[config.mk]
export PLATFORM = sky130hd
export DESIGN_NAME = barrel_launcher
export DESIGN_NICKNAME = d
export VERILOG_FILES = /design/src/rtl/donkey_pkg.sv /design/src/rtl/barrel_lfsr.sv /design/src/rtl/barrel_launcher.sv
export SDC_FILE = /design/constraint.sdc
export NUM_CORES = 1
export LEC_CHECK = 0
export CAP_MARGIN = 0
export CORE_MARGIN = 8
export CORE_UTILIZATION = 35
export DETAILED_ROUTE_END_ITERATION = 16
export GPL_TIMING_DRIVEN = 1
export PLACE_DENSITY = 0.63
export SETUP_SLACK_MARGIN = 0.5
export SKIP_LAST_GASP = 1
export SYNTH_ARGS = -nofsm -noshare
export SYNTH_HDL_FRONTEND = slang
export SYNTH_SLANG_ARGS = --single-unit
[constraint.sdc]
create_clock -name clk -period 3 [get_ports clk]
set_input_delay 0.9 -clock clk [delete_from_list [all_inputs] [get_ports clk]]
set_output_delay 0.9 -clock clk [all_outputs]
set_load 0.02 [all_outputs]
[src/rtl/donkey_pkg.sv]
// Shared game constants for the Kong / barrel logic.
package donkey_pkg;

  localparam int unsigned BARREL_PERIOD      = 90;
  localparam int unsigned KONG_WINDUP_CYCLES = 24;
  localparam logic [15:0] BARREL_LFSR_SEED   = 16'hACE1;

  // HUD counters stick at full scale instead of wrapping.
  function automatic logic [7:0] sat_inc8(input logic [7:0] v);
    return (v == 8'hFF) ? v : v + 8'd1;
  endfunction

endpackage

[src/rtl/barrel_lfsr.sv]
// Free-running 16-bit Fibonacci LFSR (taps 16,14,13,11) used to jitter barrel cooldowns.
module barrel_lfsr
  import donkey_pkg::*;
(
  input  logic        clk,
  input  logic        rst,
  output logic [15:0] value_o
);

  logic [15:0] lfsr_q, lfsr_d;
  logic        feedback;

  always_comb begin
    feedback = lfsr_q[15] ^ lfsr_q[13] ^ lfsr_q[12] ^ lfsr_q[10];
    lfsr_d   = {lfsr_q[14:0], feedback};
  end

  always_ff @(posedge clk) begin
    if (rst) begin
      lfsr_q <= BARREL_LFSR_SEED;
    end else begin
      lfsr_q <= lfsr_d;
    end
  end

  assign value_o = lfsr_q;

endmodule

[src/rtl/barrel_launcher.sv]
// Kong-side barrel initiator: windup, release into the lowest free mover slot, then cooldown.
// Tracks in-flight movers from their done pulses; all outputs are registered.
module barrel_launcher
  import donkey_pkg::*;
#(
  parameter int unsigned SLOTS         = 4,
  parameter int unsigned WINDUP_CYCLES = KONG_WINDUP_CYCLES,
  parameter int unsigned BASE_PERIOD   = BARREL_PERIOD,
  parameter int unsigned JITTER_BITS   = 4
) (
  input  logic             clk,
  input  logic             rst,
  input  logic             enable_i,
  input  logic [SLOTS-1:0] done_i,
  output logic [SLOTS-1:0] barrel_o,
  output logic             kong_throw_o,
  output logic             all_busy_o,
  output logic [7:0]       launched_cnt_o
);

  localparam int unsigned WcntW      = $clog2(WINDUP_CYCLES + 1);
  localparam int unsigned CcntMax    = BASE_PERIOD + (1 << JITTER_BITS) - 1;
  localparam int unsigned CcntW      = (CcntMax < 1) ? 1 : $clog2(CcntMax + 1);
  localparam logic [15:0] JitterMask = 16'((1 << JITTER_BITS) - 1);

  typedef enum logic [1:0] {
    StIdle,
    StWindup,
    StRelease,
    StCooldown
  } state_e;

  state_e           state_q;
  logic [WcntW-1:0] wcnt_q;
  logic [CcntW-1:0] ccnt_q;
  logic [SLOTS-1:0] busy_q, busy_d;
  logic [SLOTS-1:0] barrel_q;
  logic             kong_q;
  logic             all_busy_q;
  logic [7:0]       cnt_q;

  logic [15:0]      lfsr_value;
  logic [SLOTS-1:0] free_onehot;
  logic             free_any;
  logic             launch;

  barrel_lfsr u_lfsr (
    .clk     (clk),
    .rst     (rst),
    .value_o (lfsr_value)
  );

  // Slot choice looks only at registered busy, so a mover that just finished
  // is never restarted before it has cleared its own state.
  always_comb begin
    free_onehot = '0;
    free_any    = 1'b0;
    for (int i = 0; i < SLOTS; i++) begin
      if (!busy_q[i] && !free_any) begin
        free_onehot[i] = 1'b1;
        free_any       = 1'b1;
      end
    end
  end

  always_comb begin
    launch = (state_q == StRelease) && free_any;
    busy_d = (busy_q & ~done_i) | (launch ? free_onehot : '0);
  end

  always_ff @(posedge clk) begin
    if (rst) begin
      state_q    <= StIdle;
      wcnt_q     <= '0;
      ccnt_q     <= '0;
      busy_q     <= '0;
      barrel_q   <= '0;
      kong_q     <= 1'b0;
      all_busy_q <= 1'b0;
      cnt_q      <= '0;
    end else begin
      barrel_q   <= '0;
      busy_q     <= busy_d;
      all_busy_q <= &busy_d;
      unique case (state_q)
        StIdle: begin
          if (enable_i && free_any) begin
            state_q <= StWindup;
            wcnt_q  <= '0;
            kong_q  <= 1'b1;
          end
        end
        StWindup: begin
          if (!enable_i) begin
            state_q <= StIdle;
            kong_q  <= 1'b0;
          end else if (wcnt_q == WcntW'(WINDUP_CYCLES - 1)) begin
            state_q <= StRelease;
            kong_q  <= 1'b0;
          end else begin
            wcnt_q <= wcnt_q + WcntW'(1);
          end
        end
        StRelease: begin
          if (launch) begin
            barrel_q <= free_onehot;
            cnt_q    <= sat_inc8(cnt_q);
          end
          state_q <= StCooldown;
          ccnt_q  <= CcntW'(BASE_PERIOD) + CcntW'(lfsr_value & JitterMask);
        end
        StCooldown: begin
          // Cooldown always runs out, even if the game pauses meanwhile.
          if (ccnt_q == '0) begin
            state_q <= StIdle;
          end else begin
            ccnt_q <= ccnt_q - CcntW'(1);
          end
        end
        default: state_q <= StIdle;
      endcase
    end
  end

  assign barrel_o       = barrel_q;
  assign kong_throw_o   = kong_q;
  assign all_busy_o     = all_busy_q;
  assign launched_cnt_o = cnt_q;

endmodule
==> results of run 1 <==
[cells in the mapped netlist (all sizes together) (2+ instances only)]
library cell	n
o31ai	2
nand2	12
or2	8
nor4b	3
dfxtp	48
a21oi	16
nor2b	10
a2111oi	3
a311oi	3
a31oi	3
nor3	8
nand3	7
ha	6
o41ai	2
xor2	2
clkbuf	5
o21a	3
nor2	15
and2	2
or3	2
or4	3
and4	2
mux2i	3
a211oi	2
buf	3
a21o	2
nand2b	3
inv	15
o21ai	11
o311ai	2
nand4	4
and2b	2
[per-layer routing]
layer	track usage [%]	routed length, um
met4	4.70	65
met5	0	0
met3	2.72	251
met2	16.3	1900
met1	12.4	2030
[report_power, final]
group	total [mW]	switching, mW	internal, mW
Clock	0.491	0.218	0.273
Combinational	0.0694	0.0342	0.0352
Sequential	0.666	0.0117	0.654
Total	1.23	0.264	0.962
[final cells by class]
| class | instances | area share, % |
|---|---|---|
| timing repair buffer | 22 | 8.63 |
| sequential | 48 | 38.5 |
| tap | 75 | 3.76 |
| multi-input combinational | 156 | 41.8 |
| inverter | 16 | 2.41 |
| clock inverter | 2 | 1.55 |
| clock buffer | 6 | 3.31 |
[registers in the layout, indices dropped and copies added, names as in the netlist, named ones only]
register and flops:
u_lfsr.value_o 16, launched_cnt_o 8, ccnt_q 7, wcnt_q 5, barrel_o 4, busy_q 4, all_busy_o 1, kong_throw_o 1
state_q 1
[kinds of logic (layout without fill, tap and decap cells)]
group / count (synthesis) / count (layout) / synth area share [%]
flip-flops: 48 / 48 / 45.8
buffers and inverters: 24 / 46 / 4.53
multiplexers: 3 / 3 / 1.43
AND/OR/NAND/NOR: 88 / 88 / 25.0
XOR/XNOR: 3 / 3 / 1.25
AO/OA/AOI/OAI: 56 / 56 / 18.5
adder cells (fa/ha/maj): 6 / 6 / 3.58
[final timing paths]
| path | start | to | depth (start not counted) |
|---|---|---|---|
| worst min register to register | u_lfsr.value_o[6] | u_lfsr.value_o[7] | 1 |
| worst min-delay path | u_lfsr.value_o[6] | u_lfsr.value_o[7] | 1 |
| worst max-delay path | launched_cnt_o[4] | launched_cnt_o[4] | 1 |
| worst max register to register | flop | ccnt_q[4] | 4 |
==> results.py, run 1 <==
metrics = {
    "floorplan": {
        "num_rows": 28,
        "initial_core_util_pct": 35.9,
        "die_area_mm2": 0.00873,
        "core_area_mm2": 0.00585,
        "dieWidth_um": 93.5,
        "io_pins": 21,
        "die_h_um": 93.5,
    },
    "final_layout": {
        "multi_input_area_mm2": 0.00104,
        "register_area_um2": 961,
        "fin_nets": 262,
        "fin_util_pct": 42.6,
        "instances_no_fill": 325,
        "final_area_mm2": 0.00249,
        "nFillCells": 561,
        "final_cell_mix": "dfxtp_1, clkdlybuf4s50_1, a21oi_1, inv_1, nor2_1",
        "layout_commonest_cell": "dfxtp_1",
        "num_antenna_cells": 0,
        "drive_gt1_share_pct": 9.60,
        "synthToLayoutAreaGrowth_pct": 18.8,
    },
    "drt": {
        "first_pass_iters": 4,
        "drt_iter0_drc": 89,
        "drc": 0,
        "wirelength_um": 4240,
        "ant_nets": 0,
        "vias": 1686,
        "avgViaCountPerCell": 5.19,
        "wire_per_inst_um": 13.0,
    },
    "placed_design": {
        "place.gp.congestion": 0.854,
        "dpl_cell_area_mm2": 0.00237,
        "hpwl_um": 3070,
        "post-place-ws_ns": 0.482,
        "port_buffers": 20,
        "dp_cells": 317,
    },
    "synth": {
        "syn-num-nets": 241,
        "yosys_warnings": 0,
        "synth_area_leaders": "dfxtp_1, a21oi_1, ha_1",
        "ys_ff_latch": 48,
        "syn_area_mm2": 0.00210,
        "yosysTopAreaCellShare_pct": 45.8,
        "synth_ff_type": "dfxtp_1",
        "postSynthCellCount": 228,
        "yosysTopAreaCell": "dfxtp_1",
        "async_reset_ff_share_pct": 0,
        "synth_cell_types": 55,
        "ys_seq_area_share_pct": 45.8,
        "synth.avg_cell_area_um2": 9.21,
        "synth_edf_count": 0,
    },
    "clock_network": {
        "ctsHoldBuffers": 0,
        "cts_tree": "done",
        "cts_buffer_depth": 2,
        "post_cts_buffers": 0,
        "cts_buffers": 5,
        "cts.sinks": 48,
        "cts_resized": 0,
        "root_buffer": "clkbuf_8",
        "insertion_delay_ns": 0.31,
        "cts.htree.levels": 2,
        "clk_pin_slew_ns": 0.10,
    },
    "critical_path": {
        "crit_path_end_kind": "output port",
        "cp-start-kind": "flop",
        "worstPathArrival_ns": 1.42,
        "worst_path_largest_cell_delay_ns": 0.65,
        "worstPathRequired_ns": 2.10,
        "worst-path-max-fanout": 5,
        "crit_chain": "clkdlybuf4s50_1",
        "worstSetupPathType": "flop to output port",
        "rrSetupSlack_ns": 1.05,
        "critPathSlowestCell": "clkdlybuf4s50_1",
        "cp_top_family": "buffers and inverters",
        "timing.critical_path.buf_inv": 1,
    },
    "sta": {
        "setup_tns_ns": 0,
        "layout_worst_path_cycle_share_pct": 77.2,
        "max_freq_mhz": 432,
        "worst_pin_slew_ns": 0.733,
        "finalMaxSlewViolations": 0,
        "setup_ws_ns": 0.683,
        "setup_viol": 0,
        "hold_ws_ns": 0.415,
        "finalCriticalPeriod_ns": 2.32,
        "clock_skew_ns": 0.0150,
        "rsz0062_at_grt": "false",
        "hold_viol": 0,
        "maxSlewHeadroom_pct": 50.9,
    },
    "global_route": {
        "grt_max_degree": 18,
        "antenna_found_initial": 0,
        "grt_overflow": 0,
        "track_usage_pct": 10.2,
        "grt_pass1_vias": 1587,
        "grt_pass1_wl_um": 7220,
    },
    "power_and_ir_drop": {
        "ir_drop_mv": 0.310,
        "p_total_mw": 1.23,
        "p_per_area_mw_per_mm2": 492,
        "power.leakage_nw": 0.883,
    },
    "run_status": {
        "outcome": "complete, no violations",
    },
    "flow_run": {
        "timing.max_cap.violations": 0,
    },
    "min_path": {
        "hold_class": "flop to flop",
    },
}
Note: power is estimated with default switching activity, not from simulation.
==> run 2: changes to the inputs <==
--- a/config.mk
+++ b/config.mk
@@ -10,7 +10,7 @@
 export CORE_UTILIZATION = 35
 export DETAILED_ROUTE_END_ITERATION = 16
 export GPL_TIMING_DRIVEN = 1
-export PLACE_DENSITY = 0.63
+export PLACE_DENSITY = 0.65
 export SETUP_SLACK_MARGIN = 0.5
 export SKIP_LAST_GASP = 1
 export SYNTH_ARGS = -nofsm -noshare
==> constraint.sdc (replaced) <==
create_clock -name clk -period 2.1 [get_ports clk]
set_input_delay 0.63 -clock clk [delete_from_list [all_inputs] [get_ports clk]]
set_output_delay 0.63 -clock clk [all_outputs]
set_load 0.02 [all_outputs]
==> results.py, run 2 (synthesis results as in run 1) <==
metrics = {
    "final_layout": {
        "largest_register_ffs": 16,
        "fin_nets": 281,
        "final_cell_mix": "dfxtp_1, buf_4, nor2_1, a21oi_1, inv_1",
        "fin_util_pct": 47.0,
        "num_antenna_cells": 0,
        "nFillCells": 548,
        "synthToLayoutAreaGrowth_pct": 31.1,
        "drive_gt1_share_pct": 32.3,
        "instances_no_fill": 344,
        "layout_commonest_cell": "dfxtp_1",
    },
    "power_and_ir_drop": {
        "ir_drop_mv": 0.338,
        "p_per_area_mw_per_mm2": 600,
        "power.leakage_nw": 1.04,
    },
    "critical_path": {
        "rrSetupSlack_ns": 0.46,
        "crit_chain": "clkbuf_2",
        "timing.rr.end": "wcnt_q[1]",
        "crit_path_end_kind": "output port",
        "cp_top_family": "flip-flops",
        "critPathSlowestCell": "dfxtp_1",
        "cp-start-kind": "flop",
        "worst-path-max-fanout": 5,
        "r2r.worst_path.cells": 5,
        "worstSetupPathType": "flop to output port",
        "worstPathRequired_ns": 1.47,
        "regToRegStartpoint": "wcnt_q[0]",
        "worst_path_largest_cell_delay_ns": 0.48,
        "worstPathArrival_ns": 1.01,
        "timing.critical_path.buf_inv": 1,
    },
    "floorplan": {
        "dieWidth_um": 93.5,
        "io_pins": 21,
        "num_rows": 28,
        "die_h_um": 93.5,
        "initial_core_util_pct": 35.9,
        "core_area_mm2": 0.00585,
        "die_area_mm2": 0.00873,
    },
    "sta": {
        "worst_pin_slew_ns": 0.453,
        "rsz0062_at_grt": "true",
        "finalCriticalPeriod_ns": 1.64,
        "setup_tns_ns": 0,
        "setup_ws_ns": 0.458,
        "maxSlewHeadroom_pct": 69.7,
        "layout_worst_path_cycle_share_pct": 78.2,
        "hold_viol": 0,
        "setup_viol": 0,
        "clock_skew_ns": 0.0116,
        "max_freq_mhz": 609,
        "finalMaxSlewViolations": 0,
    },
    "clock_network": {
        "insertion_delay_ns": 0.30,
        "cts_buffer_depth": 2,
        "clk_pin_slew_ns": 0.10,
        "cts_tree": "done",
        "cts.htree.levels": 2,
        "cts_buffers": 5,
        "cts.sinks": 48,
        "root_buffer": "clkbuf_8",
    },
    "global_route": {
        "grt_overflow": 0,
        "track_usage_pct": 10.7,
        "antenna_found_initial": 0,
        "use_met3_pct": 3.21,
        "busiest_layer": "met2",
        "grt_pass1_vias": 1613,
        "use_met2_pct": 16.7,
        "grt_max_degree": 32,
        "grt_use_met1_pct": 13.6,
        "grt_pass1_wl_um": 7620,
    },
    "drt": {
        "wirelength_um": 4740,
        "drc": 0,
        "avgViaCountPerCell": 5.18,
        "ant_nets": 0,
        "vias": 1781,
        "wire_per_inst_um": 13.8,
        "first_pass_iters": 4,
        "drt_iter0_drc": 70,
    },
    "placed_design": {
        "place.gp.congestion": 0.832,
        "dp_cells": 321,
        "port_buffers": 20,
        "post-place-ws_ns": 0.107,
        "hpwl_um": 3050,
    },
    "min_path": {
        "hold_path_depth": 1,
        "worstHoldStart": "u_lfsr.value_o[6]",
        "holdPathEnd": "u_lfsr.value_o[7]",
        "hold_class": "flop to flop",
    },
    "flow_run": {
        "timing.max_cap.violations": 0,
    },
    "run_status": {
        "outcome": "complete, no violations",
    },
}
==> run 2: cell count changes in the layout (fill, tap and decap cells not counted), moves of 5 or more <==
| cell | change |
|---|---|
| buf_4 | +18 |
| clkdlybuf4s50_1 | -16 |
| dfxtp_1 | -14 |
| dfxtp_2 | +9 |
| buf_2 | +8 |
| clkdlybuf4s15_1 | +5 |
| dfxtp_4 | +5 |
==> run 2: layout make-up <==
class,count,area [um2],area share (%)
tap,75,93.8,3.41
clock buffer,6,82.6,3.00
multi-input combinational,156,1170,42.7
clock inverter,2,13.8,0.500
timing repair buffer,41,330,12.0
sequential,48,991,36.0
inverter,16,66.3,2.41
==> run 2: stage by stage <==
stage,hold slack (ns),instance area [um2],power (mW)
after floorplan,0.389,2120,1.04
after global placement,0.393,2430,1.08
after detailed placement,0.394,2430,1.08
after CTS,0.423,2630,1.66
after global routing,0.433,2750,1.73
final,0.418,2750,1.65
==> run 2: how the worst max path moves through the flow <==
stage | start | end | slack [ns] | depth (start not counted)
6_report | launched_cnt_o[4] | launched_cnt_o[4] | 0.46 | 1
5_1_grt | wcnt_q[0] | wcnt_q[1] | 0.38 | 5
4_1_cts | launched_cnt_o[4] | launched_cnt_o[4] | 0.35 | 1
3_5_place_dp | enable_i | wcnt_q[4] | 0.11 | 5
3_3_place_gp | enable_i | wcnt_q[4] | 0.13 | 5
2_1_floorplan | launched_cnt_o[0] | launched_cnt_o[2] | 0.50 | 6
==> run 2: layer usage <==
layer,routed length (um),vias up
met5,0,-
met4,32,0
met1,2210,843
met2,2300,34
li1,-,899
met3,201,5
==> run 2: timing repair <==
item                                    4_1_cts  5_1_grt
resized for setup                            57       36
pin swaps                                     4       10
buffers inserted                              6        9
hold buffers                                  0        0
endpoints found under the setup margin       31       30
==> run 2: power by group <==
part           switching [mW]  internal [mW]
Clock                   0.322          0.270
Combinational          0.0580         0.0578
Sequential             0.0141          0.930
==> run 3: changes to the inputs <==
==> constraint.sdc (replaced) <==
create_clock -name clk -period 1.3 [get_ports clk]
set_input_delay 0.39 -clock clk [delete_from_list [all_inputs] [get_ports clk]]
set_output_delay 0.39 -clock clk [all_outputs]
set_load 0.02 [all_outputs]
==> results.py, run 3 (synthesis results as in run 1) <==
metrics = {
    "global_route": {
        "grt_overflow": 0,
        "antenna_found_initial": 0,
        "track_usage_pct": 12.1,
        "grt_pass1_wl_um": 8580,
        "grt_max_degree": 16,
        "grt_pass1_vias": 1980,
    },
    "drt": {
        "drt_iter0_drc": 82,
        "routed-wl-met2_um": 2890,
        "first_pass_iters": 4,
        "wl_met1_um": 2500,
        "avgViaCountPerCell": 5.10,
        "ant_nets": 0,
        "wire_per_inst_um": 14.2,
        "drc": 0,
        "wirelength_um": 5670,
        "met3WireLength_um": 132,
        "vias": 2031,
        "highest_layer": "met4",
    },
    "final_layout": {
        "fin_nets": 335,
        "layout_commonest_cell": "buf_4",
        "largest_register_ffs": 16,
        "drive_gt1_share_pct": 54.5,
        "fin_util_pct": 58.9,
        "instances_no_fill": 398,
        "register_area_mm2": 0.00101,
        "final_cell_mix": "buf_4, buf_6, dfxtp_2, dfxtp_1, inv_1",
        "nFillCells": 466,
        "multi_input_area_mm2": 0.00130,
        "num_antenna_cells": 0,
        "synthToLayoutAreaGrowth_pct": 64.0,
    },
    "clock_network": {
        "insertion_delay_ns": 0.31,
        "cts.htree.levels": 2,
        "cts.sinks": 48,
        "root_buffer": "clkbuf_8",
        "cts_buffer_depth": 2,
        "cts_tree": "done",
        "cts_buffers": 5,
        "clk_pin_slew_ns": 0.07,
    },
    "floorplan": {
        "core_area_mm2": 0.00585,
        "num_rows": 28,
        "dieWidth_um": 93.5,
        "io_pins": 21,
        "die_area_mm2": 0.00873,
        "die_h_um": 93.5,
        "initial_core_util_pct": 35.9,
    },
    "placed_design": {
        "place.gp.congestion": 0.849,
        "hpwl_um": 3630,
        "post-place-ws_ns": -0.428,
        "port_buffers": 20,
        "dp_cells": 369,
    },
    "critical_path": {
        "worstPathArrival_ns": 1.66,
        "crit_chain": "inv_2 > ha_4 > nor4b_4 > nand2_1 > a31oi_1 > o32ai_2",
        "rrSetupSlack_ns": -0.19,
        "cp-start-kind": "flop",
        "crit_start": "ccnt_q[0]",
        "critPathSlowestCell": "dfxtp_2",
        "regToRegStartpoint": "ccnt_q[0]",
        "worstSetupPathType": "flop to flop",
        "r2r.worst_path.cells": 6,
        "worst-path-max-fanout": 3,
        "timing.rr.end": "ccnt_q[0]",
        "worstPathRequired_ns": 1.47,
        "crit_path_end_kind": "flop",
        "worst_path_largest_cell_delay_ns": 0.33,
    },
    "flow_run": {
        "timing.max_cap.violations": 0,
    },
    "sta": {
        "finalMaxSlewViolations": 0,
        "clock_skew_ns": 0.0165,
        "setup_tns_ns": -2.92,
        "worst_pin_slew_ns": 0.376,
        "layout_worst_path_cycle_share_pct": 115,
        "finalCriticalPeriod_ns": 1.49,
        "rsz0062_at_grt": "true",
        "setup_viol": 27,
        "setup_ws_ns": -0.190,
        "max_freq_mhz": 671,
        "hold_viol": 0,
        "maxSlewHeadroom_pct": 74.8,
    },
    "min_path": {
        "hold_path_depth": 1,
        "holdPathEnd": "u_lfsr.value_o[15]",
        "hold_class": "flop to flop",
        "worstHoldStart": "u_lfsr.value_o[14]",
    },
    "power_and_ir_drop": {
        "p_per_area_mw_per_mm2": 773,
        "power.leakage_nw": 1.38,
        "ir_drop_mv": 0.504,
    },
    "run_status": {
        "outcome": "finished, violations left",
        "violations": "negative setup slack",
    },
}
run 3: worst max path at each step:
| stage | to | slack, ns | cells past startpoint |
|---|---|---|---|
| global placement | wcnt_q[4] | -0.39 | 5 |
| global route | wcnt_q[1] | -0.25 | 5 |
| CTS | wcnt_q[0] | -0.19 | 5 |
| detailed placement | wcnt_q[4] | -0.43 | 5 |
| finish | ccnt_q[0] | -0.19 | 6 |
| floorplan | launched_cnt_o[2] | -0.30 | 6 |
run 3: worst max-delay path, delay by kind of cell (launching register included):
kind                       cells  cell delay (ns)
AOI/OAI and AO/OA              2             0.33
buffers and inverters          1             0.07
DFF                            1             0.33
adders and majority gates      1             0.14
and+or+nand+nor                2             0.51
run 3: repair_timing:
action,in CTS,in global routing
pin swaps,33,16
hold buffers,0,0
setup buffers,8,11
endpoints found under the setup margin,62,54
gates resized for setup,127,41
gates cloned,1,1
run 3: routing by layer:
| layer | global-route usage (%) | up-vias |
|---|---|---|
| met3 | 2.64 | 12 |
| met5 | 0 | - |
| met1 | 12.8 | 982 |
| met2 | 22.1 | 33 |
| met4 | 5.77 | 0 |
| li1 | - | 1004 |
run 3: report_power, final:
| group | leakage (nW) | internal (mW) | switching (mW) | total [mW] |
|---|---|---|---|---|
| clock | 0.0422 | 0.378 | 0.473 | 0.851 |
| sequential | 0.405 | 1.50 | 0.0244 | 1.53 |
| combinational | 0.937 | 0.161 | 0.124 | 0.285 |
| total | 1.38 | 2.04 | 0.621 | 2.66 |
run 3: area by class of cell:
cell class / count / share of cell area, %
Clock buffer: 7 / 2.22
Clock inverter: 1 / 0.145
Inverter: 16 / 1.85
Multi-Input combinational cell: 156 / 37.7
Sequential cell: 48 / 29.3
Tap cell: 75 / 2.73
Timing Repair Buffer: 95 / 26.1
run 3: through the flow:
step                      hold slack, ns  cell area (um2)  power (mW)
after CTS                          0.418             3180        2.64
after global placement             0.393             2870        1.77
after global routing               0.433             3440        2.79
final                              0.412             3440        2.66
after detailed placement           0.396             2870        1.77
after floorplan                    0.389             2270        1.69
==> edit 1: new RTL, config.mk and constraints of run 2 <==
Register the inputs `enable_i` and `done_i` before use. The logic sees them one clock later.
--- a/src/rtl/barrel_launcher.sv
+++ b/src/rtl/barrel_launcher.sv
@@ -29,6 +29,14 @@
     StRelease,
     StCooldown
   } state_e;
+
+  logic enable_q;
+  logic [SLOTS-1:0] done_q;
+
+  always_ff @(posedge clk) begin
+    enable_q <= enable_i;
+    done_q   <= done_i;
+  end
 
   state_e           state_q;
   logic [WcntW-1:0] wcnt_q;
@@ -65,7 +73,7 @@
 
   always_comb begin
     launch = (state_q == StRelease) && free_any;
-    busy_d = (busy_q & ~done_i) | (launch ? free_onehot : '0);
+    busy_d = (busy_q & ~done_q) | (launch ? free_onehot : '0);
   end
 
   always_ff @(posedge clk) begin
@@ -84,14 +92,14 @@
       all_busy_q <= &busy_d;
       unique case (state_q)
         StIdle: begin
-          if (enable_i && free_any) begin
+          if (enable_q && free_any) begin
             state_q <= StWindup;
             wcnt_q  <= '0;
             kong_q  <= 1'b1;
           end
         end
         StWindup: begin
-          if (!enable_i) begin
+          if (!enable_q) begin
             state_q <= StIdle;
             kong_q  <= 1'b0;
           end else if (wcnt_q == WcntW'(WINDUP_CYCLES - 1)) begin
Function: changed (Yosys sat finds a counterexample within 4 cycles, from zero or initial values and one cycle with rst high).
==> edit 1 against run 2 <==
Critical path depth up 4; utilization down 2.3 points; sequential cell count up 5; total power up 20%; wire length down 11%; area after synthesis up 2.1%; first-iteration DRC count down 14%; worst hold slack worse by 0.0020 ns; design area down 3.8%; setup slack better by 0.026 ns; critical path type is now flip-flop to flip-flop; highest routed layer unchanged.
==> edit 1: results (changes against run 2) <==
final_layout:
  finalNetCount: 262  # -6.8%
  number_of_flip_flops_under_the_largest_register_name: 16  # unchanged
  drive_above_1_share_pct: 25.6  # -6.7 points
timing:
  max_slew_margin_pct: 72.0  # +2.3 points
  clock-skew-final_ns: 0.00822  # -0.00340 ns
setup_path:
  timing.critical_path.slowest_cell_delay_ns: 0.61  # +0.13 ns
  largest_delay_contributor_family_on_the_critical_path: "simple AND/OR/NAND/NOR gates"
  worstPathArrival_ns: 1.81  # +0.80 ns
  cpMaxStageDelayCell: "or4b_4"
  path_max_fanout: 4  # -1
detailed_routing:
  wire_per_inst_um: 13.0  # -5.4%
  drt_first_iter_violations: 60  # -14%
  route.detailed.vias_per_inst: 4.99  # -3.5%
  vias: 1623  # -8.9%
pwr:
  cellLeakagePower_nw: 1.01  # -2.7%
  internal-power_w: 0.00151  # +20%
  max-vdd-ir-drop_mv: 0.477  # +41%
clock_tree:
  root_buffer: "clkbuf_8"
  clock_tree.htree_level_count: 2  # unchanged
grt:
  grt_pass1_vias: 1518  # -5.9%
  grt_max_degree: 35  # +9.4%
  grt_usage_pct: 9.76  # -0.92 points
  grt_pass1_wl_um: 6960  # -8.8%
synth:
  ys_top_cells_by_area: "dfxtp_1 (49%), ha_1 (3.5%), xor2_1 (3.3%)"
  ys_seq_area_share_pct: 49.5  # +3.7 points
  synthTopCellsByCount: "dfxtp_1 (53), a21oi_1 (12), nor2b_1 (11)"
  synthesis.area_per_instance_um2: 9.70  # +5.4%
  synthesis.nets: 234  # -2.9%
  post_synth_num_cell_types: 47  # -15%
placed_design:
  detailedPlacementHpwl_um: 2820  # -7.6%
  routabilityCongestion: 0.738  # -11%
  dp.cells: 312  # -2.8%
status:
  run_status: "finished, final reports clean"
edit 1: power groups by stage:
stage                     Combinational [W]  Clock, W  Sequential (W)
final                              0.000206  0.000702         0.00108
after global routing               0.000233  0.000771         0.00108
after CTS                          0.000186  0.000734         0.00108
after detailed placement           0.000184         0         0.00110
after global placement             0.000183         0         0.00110
after floorplan                    0.000134         0         0.00109
edit 1: worst paths after layout:
path	startpoint	end	slack, ns
setup / recovery	launched_cnt_o[0]	launched_cnt_o[6]	0.48
hold reg to reg	u_lfsr.value_o[14]	u_lfsr.value_o[15]	0.42
hold / removal	u_lfsr.value_o[14]	u_lfsr.value_o[15]	0.42
setup reg to reg	launched_cnt_o[0]	launched_cnt_o[6]	0.48
edit 1: worst reg2reg max path: cells and delay by family, from the launching register on:
kind	cells	cell delay (ns)
AOI/OAI and AO/OA	1	0.06
and+or+nand+nor	3	0.93
DFF	1	0.38
adders and majority gates	1	0.13
edit 1: what timing repair did:
action,CTS,global route
endpoints found under the setup margin,21,26
pin swaps,2,9
gates resized for setup,45,31
buffers inserted,0,5
edit 1: routing by layer:
| layer | vias up | wire, µm | global-route usage (%) |
|---|---|---|---|
| li1 | 839 | - | - |
| met1 | 761 | 2100 | 13.0 |
| met2 | 18 | 1950 | 14.4 |
| met3 | 5 | 144 | 2.72 |
| met4 | 0 | 51 | 3.96 |
| met5 | - | 0 | 0 |
edit 1: layout make-up:
type / count / area, µm²
timing repair buffer: 30 / 216
tap: 75 / 93.8
sequential: 53 / 1080
clock buffer: 5 / 68.8
inverter: 10 / 37.5
multi-input combinational: 149 / 1100
fill: 588 / 3270
clock inverter: 3 / 47.5
edit 1: kinds of logic after synthesis:
kind of cell,synth area share (%)
DFF,49.5
muxes,1.40
and+or+nand+nor,23.4
AOI/OAI and AO/OA,14.3
adders and majority gates,3.50
buffers and inverters,3.85
xor gates and xnor gates,4.08
edit 1: through the flow:
stage               utilization [%]  total power (W)  setup slack (ns)
finish                         44.7          0.00199             0.485
global route                   44.7          0.00209             0.425
CTS                            43.3          0.00200             0.384
detailed placement             41.1          0.00128             0.225
global placement               41.1          0.00128             0.267
floorplan                         -          0.00123             0.500
==> edit 2: new RTL, flow settings as in run 2 <==
Made on the original files. Change the package constant `BARREL_PERIOD` from 90 to 180.
--- a/src/rtl/donkey_pkg.sv
+++ b/src/rtl/donkey_pkg.sv
@@ -1,7 +1,7 @@
 // Shared game constants for the Kong / barrel logic.
 package donkey_pkg;
 
-  localparam int unsigned BARREL_PERIOD      = 90;
+  localparam int unsigned BARREL_PERIOD      = 180;
   localparam int unsigned KONG_WINDUP_CYCLES = 24;
   localparam logic [15:0] BARREL_LFSR_SEED   = 16'hACE1;
 
Check against the original RTL: no difference found for any inputs over 10 cycles, from zero or initial values and one cycle with rst high; that may be too few to reach the edited logic, so the function may still have changed.
==> edit 2 against run 2 <==
Wire length decreased by 3.4%; area after synthesis fell by 0.66%; design area down 2.4%; largest power group unchanged; sequential cell count increased by 1; synthesized cell count fell by 1.3%; critical path depth grew 4; cell count down 1.2%; first-iteration DRC count up 24%; global-route usage is 0.18 points lower; fmax down 5.6%; setup slack worse by 0.097 ns; total power increased by 6.2%.
==> edit 2: results (changes against run 2) <==
final_layout:
  finalNetCount: 276  # -1.8%
  seq_area_share_pct: 37.4  # +1.4 points
  multi_input_area_share_pct: 41.6  # -1.1 points
  layout.nonclk_buf_share_pct: 12.2  # +0.25 points
  number_of_multi_input_combinational_cells_in_the_layout: 162  # +3.8%
  fill_count: 539  # -1.6%
  drive_above_1_share_pct: 29.1  # -3.3 points
placed_design:
  detailedPlacementHpwl_um: 2770  # -9.3%
  dp.cells: 318  # -0.93%
setup_path:
  regToRegSetupSlack_ns: 0.36  # -0.10 ns
  path_max_fanout: 4  # -1
grt:
  grt.met3_usage_pct: 2.72  # -0.48 points
  grt_usage_pct: 10.5  # -0.18 points
  grt_pass1_wl_um: 7620  # about the same
  grt_max_degree: 49  # +53%
  grt_pass1_vias: 1659  # +2.9%
  grt.met1_usage_pct: 13.3  # -0.22 points
pwr:
  cellLeakagePower_nw: 0.992  # -4.9%
detailed_routing:
  met2_wirelength_um: 2120  # -7.7%
  wl_met3_um: 210  # +4.5%
  drt_first_iter_violations: 87  # +24%
synth:
  synth_cells: 225  # -1.3%
  ys_top_cells_by_area: "dfxtp_1 (47%), a21oi_1 (5.0%), nor2b_1 (3.9%)"
status:
  run_status: "finished, final reports clean"
timing:
  finalHoldWorstSlack_ns: 0.421  # +0.00291 ns
  clock-skew-final_ns: 0.00805  # -0.00357 ns
clock_tree:
  clock_sink_count: 49  # +2.1%
edit 2: cell count changes after synthesis, moves of 3 or more:
cell / change
xor2_1: +3
and3_1: +3
a21oi_1: +5
nand2_1: -4
a211oi_1: +3
nor2b_1: +3
nor3_1: -5
inv_1: -8
nand2b_1: +6
edit 2: kinds of logic (layout without fill, tap and decap cells):
logic type	Yosys count	count (layout)	synth area share [%]
AND/OR/NAND/NOR	87	87	23.9
AO/OA/AOI/OAI	59	60	18.6
flip-flops	49	49	47.0
buffers and inverters	15	54	3.06
XOR/XNOR	6	6	2.52
adder cells (fa/ha/maj)	5	5	3.00
multiplexers	4	4	1.92
edit 2: power by group:
group / total (W) / switching (W) / internal (W)
Clock: 0.000680 / 0.000323 / 0.000357
Sequential: 0.000970 / 0.0000171 / 0.000953
Combinational: 0.000105 / 0.0000510 / 0.0000539
edit 2: critical path, cell delays in order, from the launching register on:
cell      delay [ns]
dfxtp_4         0.35
or4_4           0.55
buf_6           0.14
o41a_1          0.40
nor2_2          0.13
a211oi_2        0.05
edit 2: timing repair:
| action | CTS | global route |
|---|---|---|
| endpoints found under the setup margin | 27 | 27 |
| pin swaps | 8 | 7 |
| cloned | 1 | 0 |
| buffers inserted | 7 | 6 |
| gates resized for setup | 52 | 23 |
edit 2: worst max-delay path by stage:
stage | startpoint | end | slack (ns) | depth (start not counted)
global placement | enable_i | wcnt_q[4] | 0.14 | 5
floorplan | ccnt_q[3] | flip-flop | 0.50 | 4
finish | ccnt_q[3] | ccnt_q[1] | 0.36 | 5
global route | ccnt_q[3] | ccnt_q[1] | 0.32 | 5
CTS | launched_cnt_o[6] | launched_cnt_o[6] | 0.36 | 1
detailed placement | enable_i | wcnt_q[3] | 0.1 | 5
